### src/rtl/button_conditioner.sv
// Multi-channel pushbutton front end: synchroniser, debounce, and press/release/long/repeat pulses.
// Two pulse ports are named release_pulse and repeat_pulse because "release" and "repeat" are reserved words.
module button_conditioner #(
   parameter int N             = 4,
   parameter int STABLE_CYCLES = 20,
   parameter int LONG_CYCLES   = 50,
   parameter int REPEAT_CYCLES = 10,
   parameter int REPEAT_EN     = 1,
   parameter int ACTIVE_LOW    = 0
) (
   input  logic         clk,
   input  logic         rst,
   input  logic [N-1:0] pb,
   output logic [N-1:0] level,
   output logic [N-1:0] press,
   output logic [N-1:0] release_pulse,
   output logic [N-1:0] long_press,
   output logic [N-1:0] repeat_pulse
);

   localparam int CW   = $clog2(STABLE_CYCLES + 1);
   localparam int HMAX = (LONG_CYCLES > REPEAT_CYCLES) ? LONG_CYCLES : REPEAT_CYCLES;
   localparam int HW   = $clog2(HMAX + 1);

   localparam logic [CW-1:0] STABLE_TERM = CW'(STABLE_CYCLES - 1);
   localparam logic [HW-1:0] LONG_TERM   = HW'(LONG_CYCLES - 1);
   localparam logic [HW-1:0] REPEAT_TERM = HW'(REPEAT_CYCLES - 1);

   typedef enum logic [1:0] {ST_IDLE, ST_HELD, ST_REPEAT} hold_state_e;

   logic [N-1:0]   pb_fix;
   logic [N-1:0]   toggle;
   logic [N-1:0]   s1_q, s1_d;
   logic [N-1:0]   s2_q, s2_d;
   logic [N-1:0]   level_q, level_d;
   logic [N-1:0]   press_q, press_d;
   logic [N-1:0]   release_q, release_d;
   logic [N-1:0]   long_q, long_d;
   logic [N-1:0]   repeat_q, repeat_d;
   logic [CW-1:0]  deb_cnt_q [N];
   logic [CW-1:0]  deb_cnt_d [N];
   logic [HW-1:0]  hold_cnt_q [N];
   logic [HW-1:0]  hold_cnt_d [N];
   hold_state_e    state_q [N];
   hold_state_e    state_d [N];

   always_comb begin
      pb_fix    = (ACTIVE_LOW != 0) ? ~pb : pb;
      s1_d      = pb_fix;
      s2_d      = s1_q;
      toggle    = '0;
      level_d   = level_q;
      press_d   = '0;
      release_d = '0;
      long_d    = '0;
      repeat_d  = '0;
      for (int i = 0; i < N; i++) begin
         deb_cnt_d[i]  = '0;
         hold_cnt_d[i] = hold_cnt_q[i];
         state_d[i]    = state_q[i];

         if (s2_q[i] != level_q[i]) begin
            if (deb_cnt_q[i] == STABLE_TERM) begin
               toggle[i]  = 1'b1;
               level_d[i] = ~level_q[i];
            end else begin
               deb_cnt_d[i] = deb_cnt_q[i] + CW'(1);
            end
         end

         // A debounced fall wins over any long/repeat event due in the same cycle.
         if (toggle[i] && level_q[i]) begin
            state_d[i]    = ST_IDLE;
            hold_cnt_d[i] = '0;
            release_d[i]  = 1'b1;
         end else if (toggle[i]) begin
            state_d[i]    = ST_HELD;
            hold_cnt_d[i] = '0;
            press_d[i]    = 1'b1;
         end else begin
            case (state_q[i])
               ST_HELD: begin
                  if (hold_cnt_q[i] == LONG_TERM) begin
                     long_d[i]     = 1'b1;
                     hold_cnt_d[i] = '0;
                     state_d[i]    = ST_REPEAT;
                  end else begin
                     hold_cnt_d[i] = hold_cnt_q[i] + HW'(1);
                  end
               end
               ST_REPEAT: begin
                  if (REPEAT_EN != 0) begin
                     if (hold_cnt_q[i] == REPEAT_TERM) begin
                        repeat_d[i]   = 1'b1;
                        hold_cnt_d[i] = '0;
                     end else begin
                        hold_cnt_d[i] = hold_cnt_q[i] + HW'(1);
                     end
                  end
               end
               default: ;
            endcase
         end
      end
   end

   always_ff @(posedge clk) begin
      if (rst) begin
         s1_q      <= '0;
         s2_q      <= '0;
         level_q   <= '0;
         press_q   <= '0;
         release_q <= '0;
         long_q    <= '0;
         repeat_q  <= '0;
         for (int i = 0; i < N; i++) begin
            deb_cnt_q[i]  <= '0;
            hold_cnt_q[i] <= '0;
            state_q[i]    <= ST_IDLE;
         end
      end else begin
         s1_q      <= s1_d;
         s2_q      <= s2_d;
         level_q   <= level_d;
         press_q   <= press_d;
         release_q <= release_d;
         long_q    <= long_d;
         repeat_q  <= repeat_d;
         for (int i = 0; i < N; i++) begin
            deb_cnt_q[i]  <= deb_cnt_d[i];
            hold_cnt_q[i] <= hold_cnt_d[i];
            state_q[i]    <= state_d[i];
         end
      end
   end

   assign level         = level_q;
   assign press         = press_q;
   assign release_pulse = release_q;
   assign long_press    = long_q;
   assign repeat_pulse  = repeat_q;

endmodule

### config.mk
export PLATFORM = sky130hd
export DESIGN_NAME = button_conditioner
export DESIGN_NICKNAME = d
export VERILOG_FILES = /design/src/rtl/button_conditioner.sv
export SDC_FILE = /design/constraint.sdc
export NUM_CORES = 1
export LEC_CHECK = 0
export BUFFER_PORTS_ARGS = -buffer_cell sky130_fd_sc_hd__buf_2
export CORE_MARGIN = 2
export CORE_UTILIZATION = 30
export CTS_CLUSTER_SIZE = 10
export DETAILED_ROUTE_END_ITERATION = 16
export PLACE_DENSITY = 0.52
export SKIP_CTS_REPAIR_TIMING = 1
export SYNTH_ARGS = -nofsm -noshare
export SYNTH_HDL_FRONTEND = slang
export SYNTH_SLANG_ARGS = --single-unit
### constraint.sdc
create_clock -name clk -period 1.7 [get_ports clk]
set_input_delay 0.34 -clock clk [delete_from_list [all_inputs] [get_ports clk]]
set_output_delay 0.34 -clock clk [all_outputs]
set_load 0.005 [all_outputs]
## After elaboration in Yosys (flattened, before gate mapping)

Memory sizes are Yosys's and may differ from the RTL's.
Cells that the tools add are included.
W data, S select, Z words.

- $add $sub $neg: 8
- Eq/ne operators: 24
- Multiplexer cells: 83
- Bitwise gates (word level): 24
- Reductions and logical operators: 20

Operator list:

| operator | count |
|---|---|
| $mux W6 | 20 |
| $mux W5 | 12 |
| $pmux W6 S2 | 4 |
| $mux W2 | 20 |
| $reduce_or A4 Y1 | 8 |
| $mux W1 | 27 |
| $add A6 B1 Y6 const B | 4 |
| $eq A6 B4 Y1 const B | 4 |
| $eq A6 B6 Y1 const B | 4 |
| $add A5 B1 Y5 const B | 4 |
| $eq A5 B5 Y1 const B | 4 |
| $not A1 Y1 | 12 |
| $or A1 B1 Y1 | 12 |
| $eq A2 B1 Y1 const B | 4 |
| $eq A2 B2 Y1 const B | 4 |
| $reduce_and A2 Y1 | 4 |
| $reduce_or A2 Y1 | 4 |
| $logic_and A1 B1 Y1 | 4 |
| $ne A1 B1 Y1 | 4 |

- Register bits: 28
- RAM bits: 52
- Bits of input ports: 6
- Output and inout bits: 20
- Memories: 3

Memories:

| name | words | width | rd ports | clocked after memory_dff | write ports | RTL line | source |
|---|---|---|---|---|---|---|---|
| hold_cnt_q | 4 | 6 | 4 | 0 | 4 | 42 | `logic [HW-1:0] hold_cnt_q [N];` |
| deb_cnt_q | 4 | 5 | 4 | 0 | 4 | 40 | `logic [CW-1:0] deb_cnt_q [N];` |
| state_q | 4 | 2 | 4 | 0 | 4 | 44 | `hold_state_e state_q [N];` |

## Depth between registers and ports, before layout

Gate-level depths: netlist of the first run.

- Depth in word-level cells: 6
- Mapped depth: 6

## Worst setup path after synthesis of the first run

OpenSTA, ideal clock, no wires.

- Path kind: flip-flop to flip-flop
- Start point: mem state_q[0][0] (netlist name)
- End point: mem hold_cnt_q[0][5] (netlist name)
- Library setup time: 0.095 ns
- Data arrival time: 1.558 ns
- Path slack: 0.046 ns
- Stages on the path, launching flop included: 6
- Period minus slack after synthesis: 1.654 ns
- Path through: dfxtp_1 > inv_1 > ha_1 > nand4b_1 > or3_1 > a221oi_1

RTL lines:

| item | RTL line |
|---|---|
| start, declared | 44 |
| end, declared | 42 |

==> results.rst, run 1 <==
.. list-table::
   :header-rows: 1

   * - Metric
     - Value
   * - Portion of total power attributed to the clock network
     - 53.6%
   * - Die boundary height
     - 114.9 microns
   * - Critical Setup Path Class
     - flip-flop to flip-flop
   * - Data arrival, critical path
     - 1880 ps
   * - Buffer depth of the longest clock path
     - 2
   * - GPL Wtd Cong
     - 0.8060
   * - Number of vias after detailed routing
     - 2824
   * - Adder-Cell Fraction of Synth Area
     - 6.780%
   * - Relative max-transition margin
     - 65.94%
   * - Dominant combinational cell family by area after synthesis
     - simple AND/OR/NAND/NOR gates
   * - Area overhead of the layout relative to synthesis
     - 21.69%
   * - Die outline area
     - 13210 sq um
   * - Seq/Total Area, Yosys
     - 43.39%
   * - Startpoint of the lowest-slack register-to-register path
     - state_q[2][0]
   * - Reg-to-reg slack, setup
     - 80 ps
   * - Switching portion of total power
     - 19.42%
   * - Compound-gate portion of the synthesized area
     - 15.25%
   * - Final cycle utilization of the critical path
     - 95.44%
   * - Hold worst-path end
     - s1_q[2]
   * - Share of cells above drive strength 1
     - 19.91%
   * - Clock-pin slew reported for the worst setup and hold paths after clock tree synthesis
     - 60 ps
   * - TritonCTS clock tree
     - yes
   * - Number of placement rows
     - 40
   * - Launching element type of the critical path
     - flip-flop
   * - Endpoint of the lowest-slack register-to-register path
     - hold_cnt_q[2][5]
   * - # diodes
     - 0
   * - Total wire length
     - 7355 microns
   * - Kind of end point of the critical path
     - flip-flop
   * - Gr ovfl total
     - 0
   * - Half-perimeter wire length of the detailed placement result
     - 5271 microns
   * - Drc violations
     - 0
   * - Maximum number of pins on one net before global-route repair
     - 18
   * - H-Tree Depth
     - 3
   * - Result of the run
     - completed
   * - All-layer global routing usage
     - 12.01%
   * - TritonCTS buffer count
     - 9
   * - 1st-iter DRT viols
     - 117
   * - Buffer cell driving the clock tree root
     - clkbuf_16
   * - Ys flop type
     - dfxtp_1
   * - Number of pins exceeding their max-slew limit in the final report
     - 0
   * - Fraction of synthesized area in multiplexers
     - 0.8136%
   * - Largest fanout of any net on the critical path
     - 3
   * - RSZ-0062 raised after global routing
     - no
   * - Cell area after synthesis
     - 3691 sq um
   * - Average vias per placed instance
     - 4.920
   * - Cell count after synthesis
     - 377
   * - Vias in the first global route
     - 2705
   * - Combinational cell fraction of total power
     - 2.0%
   * - Number of antenna-violating nets in the routed design
     - 0
   * - Register-to-Register Path Depth
     - 5
   * - Synthesized flop and latch total
     - 80
   * - Setup_tns
     - 0 ps
   * - Routing usage on met3
     - 3.005%
   * - Avg WL per Cell
     - 12.81 microns
   * - Internal power
     - 0.003431 W
   * - Xor/xnor cell area share of the yosys netlist
     - 4.746%
   * - Min Tclk post-route
     - 1622 ps
   * - Met2 routing resource usage after global routing
     - 18.55%
   * - Part of the total power dissipated in sequential elements
     - 44.5%
   * - Global-route wire length before repair
     - 12600 microns
   * - Hold violation total from the final report
     - 0
   * - Antenna violations before repair
     - 0
   * - Net switching power
     - 0.0008269 W
   * - Ports
     - 26
   * - Largest area contributor in the netlist
     - dfxtp_1
   * - Class of the tightest hold or removal check
     - input pin to flip-flop
   * - Top achievable clock speed
     - 616.4 MHz
   * - Number of synthesized flops with an enable pin
     - 0
   * - Share of synthesized registers carrying an async set or reset
     - 0%
   * - Final-layout worst hold slack
     - 206.2 ps
   * - Max capacitance violation total
     - 0
   * - GRT busiest layer
     - met2
   * - TritonCTS sink count
     - 80
   * - Synth cell types
     - 50
   * - Largest voltage drop on the vdd net
     - 431.9 uV
   * - Post-route clock skew
     - 3.944 ps
   * - Main area contributors after synthesis
     - dfxtp_1, ha_1, o21ai_0, xor2_1, nor2b_1
   * - Top-area cell type share of the netlist area
     - 43.39%
   * - Count of TritonRoute iterations in the first routing pass
     - 4
   * - Setup-violating endpoint count in the final report
     - 0
   * - Starting utilization of the core area
     - 30.73%
   * - Most common cell after layout, fill and taps aside
     - dfxtp_1
   * - Hold Path Origin
     - pb[2]
   * - Power density cells
     - 947.8 nW/um^2
   * - Basic-gate share of the synthesized area counting and, or, nand and nor cells
     - 25.22%
   * - Mean cell area of the mapped netlist
     - 9.791 sq um
   * - Standard cell core area
     - 12010 sq um
   * - Net total in the final layout
     - 448
   * - Worst hold path depth
     - 2
   * - Met1 usage
     - 15.44%
   * - Worst Tran Pin Value
     - 507.3 ps
   * - Worst-Skew Late Latency
     - 340 ps
   * - Leading cell types in the layout, fill and taps excluded
     - dfxtp_1, inv_1, nor2_1, buf_2, o21ai_0
   * - Fillers
     - 1209
   * - Data required time at the worst endpoint
     - 1950 ps
   * - Number of nets in the synthesized netlist
     - 403
   * - Count of input and output buffers
     - 25
   * - Width of the chip
     - 114.9 microns
   * - Warnings from Yosys
     - 0
   * - Leakage power
     - 1.623 nW
## registers in the layout, summed over array words and instances (netlist names)
name and cells:
release_pulse 4, s1_q 4, long_press 4, s2_q 4, deb_cnt_q 20, press 4
repeat_pulse 4, level 4, state_q 8, hold_cnt_q 24
## per-layer routing
metal	wire (microns)	up-vias
li1	-	1464
met1	3700	1321
met2	3257	29
met5	0	-
met3	239	10
met4	157	0
## worst max path at each step
| stage | startpoint | end |
|---|---|---|
| 6_report | state_q[2][0] | hold_cnt_q[2][5] |
| 5_1_grt | state_q[2][0] | hold_cnt_q[2][1] |
| 4_1_cts | state_q[0][0] | hold_cnt_q[0][5] |
| 3_5_place_dp | state_q[0][0] | hold_cnt_q[0][5] |
| 3_3_place_gp | state_q[0][0] | hold_cnt_q[0][5] |
| 2_1_floorplan | state_q[0][0] | hold_cnt_q[0][5] |
## worst max-delay path, cell delays in order, from the launching register on
cell and delay [ps]:
dfxtp_2 330, inv_1 50, ha_1 300, nand4b_1 220
or3_1 400, a221oi_2 240
## metrics by stage
stage | setup slack, ps | instances | power [W] | util (%) | cell area (sq um)
global route | 4.672 | 574 | 0.004399 | 37.40 | 4492
CTS | 0.6120 | 573 | 0.004324 | 36.97 | 4441
floorplan | 46.48 | 377 | 0.001984 | - | 3691
finish | 77.57 | 574 | 0.004258 | 37.40 | 4492
global placement | 67.15 | 557 | 0.002019 | 34.01 | 4085
detailed placement | 1.322 | 557 | 0.002020 | 34.01 | 4085
## cells in the mapped netlist (3+ instances only)
cell type and number:
dfxtp_1 80, or3_1 5, nor2_1 25, nand3b_1 3
o2111ai_1 3, a21oi_1 4, nor3_1 17, mux2i_1 3
nand2b_1 10, inv_1 26, buf_2 4, nand3_1 11
xor2_1 13, nand4b_1 11, xnor2_1 7, o22ai_1 4
nor2b_1 18, or4bb_1 6, and3_1 4, and3b_1 4
nand4bb_1 4, o21ba_2 3, o32ai_1 9, nand2_1 14
clkbuf_1 3, a211oi_1 9, o21ai_0 24, ha_1 20
## area by class of cell
class,count,area [sq um],share of cell area (%)
clock buffer,11,252.7,5.627
clock inverter,5,102.6,2.284
inverter,26,97.59,2.173
multi-input combinational,262,1989,44.29
sequential,80,1605,35.74
tap,147,183.9,4.095
timing repair buffer,43,260.3,5.794
## power by group through the flow
stage / clock (W) / sequential [W] / combinational (W)
2_1_floorplan: 0 / 0.00193 / 0.0000504
3_5_place_dp: 0 / 0.00193 / 0.0000854
4_1_cts: 0.00235 / 0.00189 / 0.0000854
3_3_place_gp: 0 / 0.00193 / 0.0000840
6_report: 0.00228 / 0.00189 / 0.0000845
5_1_grt: 0.00241 / 0.00189 / 0.0000954
## cell families after synthesis
group | after synthesis
compound gates | 75
xor+xnor | 20
fa+ha+maj | 20
buf+inv | 35
flops | 80
mux | 3
simple gates | 144
Power figures use the tool's default switching activity.
==> inputs of run 2 (changes only) <==
--- a/config.mk
+++ b/config.mk
@@ -10,7 +10,7 @@
 export CORE_UTILIZATION = 30
 export CTS_CLUSTER_SIZE = 10
 export DETAILED_ROUTE_END_ITERATION = 16
-export PLACE_DENSITY = 0.52
+export PLACE_DENSITY = 0.5
 export SKIP_CTS_REPAIR_TIMING = 1
 export SYNTH_ARGS = -nofsm -noshare
 export SYNTH_HDL_FRONTEND = slang
==> constraint.sdc (replaced) <==
create_clock -name clk -period 1.5 [get_ports clk]
set_input_delay 0.3 -clock clk [delete_from_list [all_inputs] [get_ports clk]]
set_output_delay 0.3 -clock clk [all_outputs]
set_load 0.005 [all_outputs]
==> run 2 against run 1 <==
Effect of this change:
- the run now ends with negative setup slack left
- worst hold slack lost 35 ps
- combinational power grew 28%
- sequential power grew 14%
- clock power grew 9.2%
- die area is the same
- first-iteration DRC count shrank 47%
- sequential share of layout area shrank 3.2 points
- fmax grew 1.9%
- core utilization grew 3.9 points
- largest cell class unchanged
- largest power group unchanged
==> results.rst, run 2 (synthesis results as in run 1) <==
.. list-table::
   :header-rows: 1

   * - Metric
     - Value
   * - Result of the run
     - finished with violations (was completed)
   * - Failing checks
     - negative setup slack
   * - PnR Total Power
     - 0.004742 W (was 0.004258 W)
   * - Cell area after placement
     - 4395 sq um (was 4085 sq um)
   * - Part of the total power dissipated in sequential elements
     - 45.3% (was 44.5%)
   * - Leading cell types in the layout, fill and taps excluded
     - dfxtp_1, buf_4, nor2_1, buf_2, o21ai_0 (was dfxtp_1, inv_1, nor2_1, buf_2, o21ai_0)
   * - Worst path bufs/invs
     - 1 (unchanged)
   * - RSZ-0062 raised after global routing
     - yes (was no)
   * - Clock-pin slew reported for the worst setup and hold paths after clock tree synthesis
     - 60 ps (about the same)
   * - Antenna violations before repair
     - 0 (unchanged)
   * - Switching portion of total power
     - 19.98% (was 19.42%)
   * - Reg-to-reg slack, setup
     - -90 ps (was 80 ps)
   * - Final cycle utilization of the critical path
     - 106.1% (was 95.44%)
   * - Regs by FF count
     - hold_cnt_q: 24 flops, deb_cnt_q: 20 flops, state_q: 8 flops (unchanged)
   * - Register with the most flip-flops
     - hold_cnt_q (unchanged)
   * - Total wire length
     - 7926 microns (was 7355 microns)
   * - TritonCTS buffer count
     - 9 (unchanged)
   * - TritonCTS clock tree
     - yes (unchanged)
   * - Buffer cell driving the clock tree root
     - clkbuf_16 (unchanged)
   * - 1st-iter DRT viols
     - 62 (was 117)
   * - Average vias per placed instance
     - 4.908 (was 4.920)
   * - Hold violation total from the final report
     - 0 (unchanged)
   * - Min Tclk post-route
     - 1592 ps (was 1622 ps)
   * - H-Tree Depth
     - 3 (unchanged)
   * - Post-route clock skew
     - 4.784 ps (was 3.944 ps)
   * - Combinational cell fraction of total power
     - 2.3% (was 2.0%)
   * - # diodes
     - 0 (unchanged)
   * - Launching element type of the critical path
     - flip-flop (unchanged)
   * - Worst setup path startpoint
     - state_q[3][0] (was state_q[2][0])
   * - Global-route wire length before repair
     - 12990 microns (was 12600 microns)
   * - Starting utilization of the core area
     - 30.73% (unchanged)
   * - Drc violations
     - 0 (unchanged)
   * - Half-perimeter wire length of the detailed placement result
     - 5533 microns (was 5271 microns)
   * - Kind of end point of the critical path
     - flip-flop (unchanged)
   * - Max capacitance violation total
     - 0 (unchanged)
   * - Number of flip-flops in the largest register
     - 24 (unchanged)
   * - Maximum single-stage delay on the critical path
     - 540 ps (was 400 ps)
   * - Power density cells
     - 956.9 nW/um^2 (was 947.8 nW/um^2)
   * - Internal power
     - 0.003795 W (was 0.003431 W)
   * - Buffer depth of the longest clock path
     - 2 (unchanged)
   * - Area overhead of the layout relative to synthesis
     - 34.27% (was 21.69%)
   * - TritonCTS sink count
     - 80 (unchanged)
   * - Worst-Skew Late Latency
     - 340 ps (about the same)
   * - Gr ovfl total
     - 0 (unchanged)
   * - Largest voltage drop on the vdd net
     - 418.7 uV (was 431.9 uV)
   * - Portion of total power attributed to the clock network
     - 52.5% (was 53.6%)
   * - Cell-by-cell trace of the critical path
     - inv_2 -> ha_4 -> or4bb_4 -> a21oi_4 -> a221oi_2 (was inv_1 -> ha_1 -> nand4b_1 -> or3_1 -> a221oi_2)
   * - Vias in the first global route
     - 2864 (was 2705)
   * - Post-layout utilization of the core
     - 41.26% (was 37.40%)
   * - Worst Tran Pin Value
     - 493.7 ps (was 507.3 ps)
   * - Class of the tightest hold or removal check
     - input pin to flip-flop (unchanged)
   * - Final-layout worst hold slack
     - 170.7 ps (was 206.2 ps)
   * - Share of cells above drive strength 1
     - 33.33% (was 19.91%)
   * - Avg WL per Cell
     - 12.95 microns (was 12.81 microns)
   * - CP max-delay cell
     - or4bb_4 (was or3_1)
   * - Most common cell after layout, fill and taps aside
     - dfxtp_1 (unchanged)
   * - Width of the chip
     - 114.9 microns (unchanged)
   * - Levels on crit path
     - 5 (unchanged)
   * - Register-to-Register Path Depth
     - 5 (unchanged)
   * - Delay-heaviest family, CP
     - simple AND/OR/NAND/NOR gates (unchanged)
   * - All-layer global routing usage
     - 12.29% (was 12.01%)
   * - Worst setup slack after layout
     - -91.74 ps (was 77.57 ps)
   * - Critical Setup Path Class
     - flip-flop to flip-flop (unchanged)
   * - Data required time at the worst endpoint
     - 1710 ps (was 1950 ps)
   * - Largest fanout of any net on the critical path
     - 6 (was 3)
   * - Number of vias after detailed routing
     - 3004 (was 2824)
   * - Relative max-transition margin
     - 66.85% (was 65.94%)
   * - Final design area excluding fillers
     - 4956 sq um (was 4492 sq um)
   * - Count of input and output buffers
     - 25 (unchanged)
   * - Die boundary height
     - 114.9 microns (unchanged)
   * - Startpoint of the lowest-slack register-to-register path
     - state_q[3][0] (was state_q[2][0])
   * - Number of placement rows
     - 40 (unchanged)
   * - Ports
     - 26 (unchanged)
   * - Number of pins exceeding their max-slew limit in the final report
     - 0 (unchanged)
   * - Standard cell core area
     - 12010 sq um (unchanged)
   * - GPL Wtd Cong
     - 0.7233 (was 0.8060)
   * - Net switching power
     - 0.0009476 W (was 0.0008269 W)
   * - Endpoint of the lowest-slack register-to-register path
     - hold_cnt_q[3][5] (was hold_cnt_q[2][5])
   * - Top achievable clock speed
     - 628.2 MHz (was 616.4 MHz)
   * - Maximum number of pins on one net before global-route repair
     - 16 (was 18)
   * - Die outline area
     - 13210 sq um (unchanged)
   * - Number of antenna-violating nets in the routed design
     - 0 (unchanged)
   * - Count of TritonRoute iterations in the first routing pass
     - 4 (unchanged)
   * - Setup-violating endpoint count in the final report
     - 13 (was 0)
   * - Net total in the final layout
     - 487 (was 448)
   * - Termination of the worst setup path
     - hold_cnt_q[3][5] (was hold_cnt_q[2][5])
   * - Leakage power
     - 1.847 nW (was 1.623 nW)
   * - Data arrival, critical path
     - 1800 ps (was 1880 ps)
-- run 2: layer usage --
metal / vias to the layer above / share of wire (%) / GRT usage [%]
met5: - / 0 / 0
met3: 14 / 3.0 / 2.741
met1: 1415 / 49 / 15.87
li1: 1539 / - / -
met2: 36 / 45 / 18.90
met4: 0 / 2.6 / 7.068
-- run 2: metrics by stage --
step	TNS (ps)	cells	worst slack, ps
2_1_floorplan	-30.25	377	-30.25
3_3_place_gp	-1189	593	-87.06
3_5_place_dp	-1886	593	-121.9
4_1_cts	-2018	608	-134.1
5_1_grt	-1731	612	-137.4
6_report	-729.8	612	-91.74
-- run 2: worst min-delay path by stage --
stage	from	end	slack, ps	cells past startpoint
3_3_place_gp	s1_q[3]	s2_q[3]	430	1
6_report	pb[0]	s1_q[0]	170	2
5_1_grt	pb[1]	s1_q[1]	180	2
3_5_place_dp	s1_q[3]	s2_q[3]	420	1
2_1_floorplan	s1_q[0]	s2_q[0]	410	1
4_1_cts	pb[0]	s1_q[0]	160	2
-- run 2: final cells by class --
type,count,area (sq um)
repair buffers,82,556.8
clock buffers,9,225.2
well taps,147,183.9
multi-input cells,262,2173
inverters,26,97.59
fillers,1178,7056
flip-flops and latches,80,1610
clock inverters,6,108.9
-- run 2: power groups by stage --
stage | clock network, W | logic [W] | registers, W
after floorplan | 0 | 0.0000571 | 0.00219
after global placement | 0 | 0.000105 | 0.00219
after detailed placement | 0 | 0.000105 | 0.00219
after CTS | 0.00257 | 0.000106 | 0.00214
after global routing | 0.00265 | 0.000119 | 0.00215
final | 0.00249 | 0.000108 | 0.00215
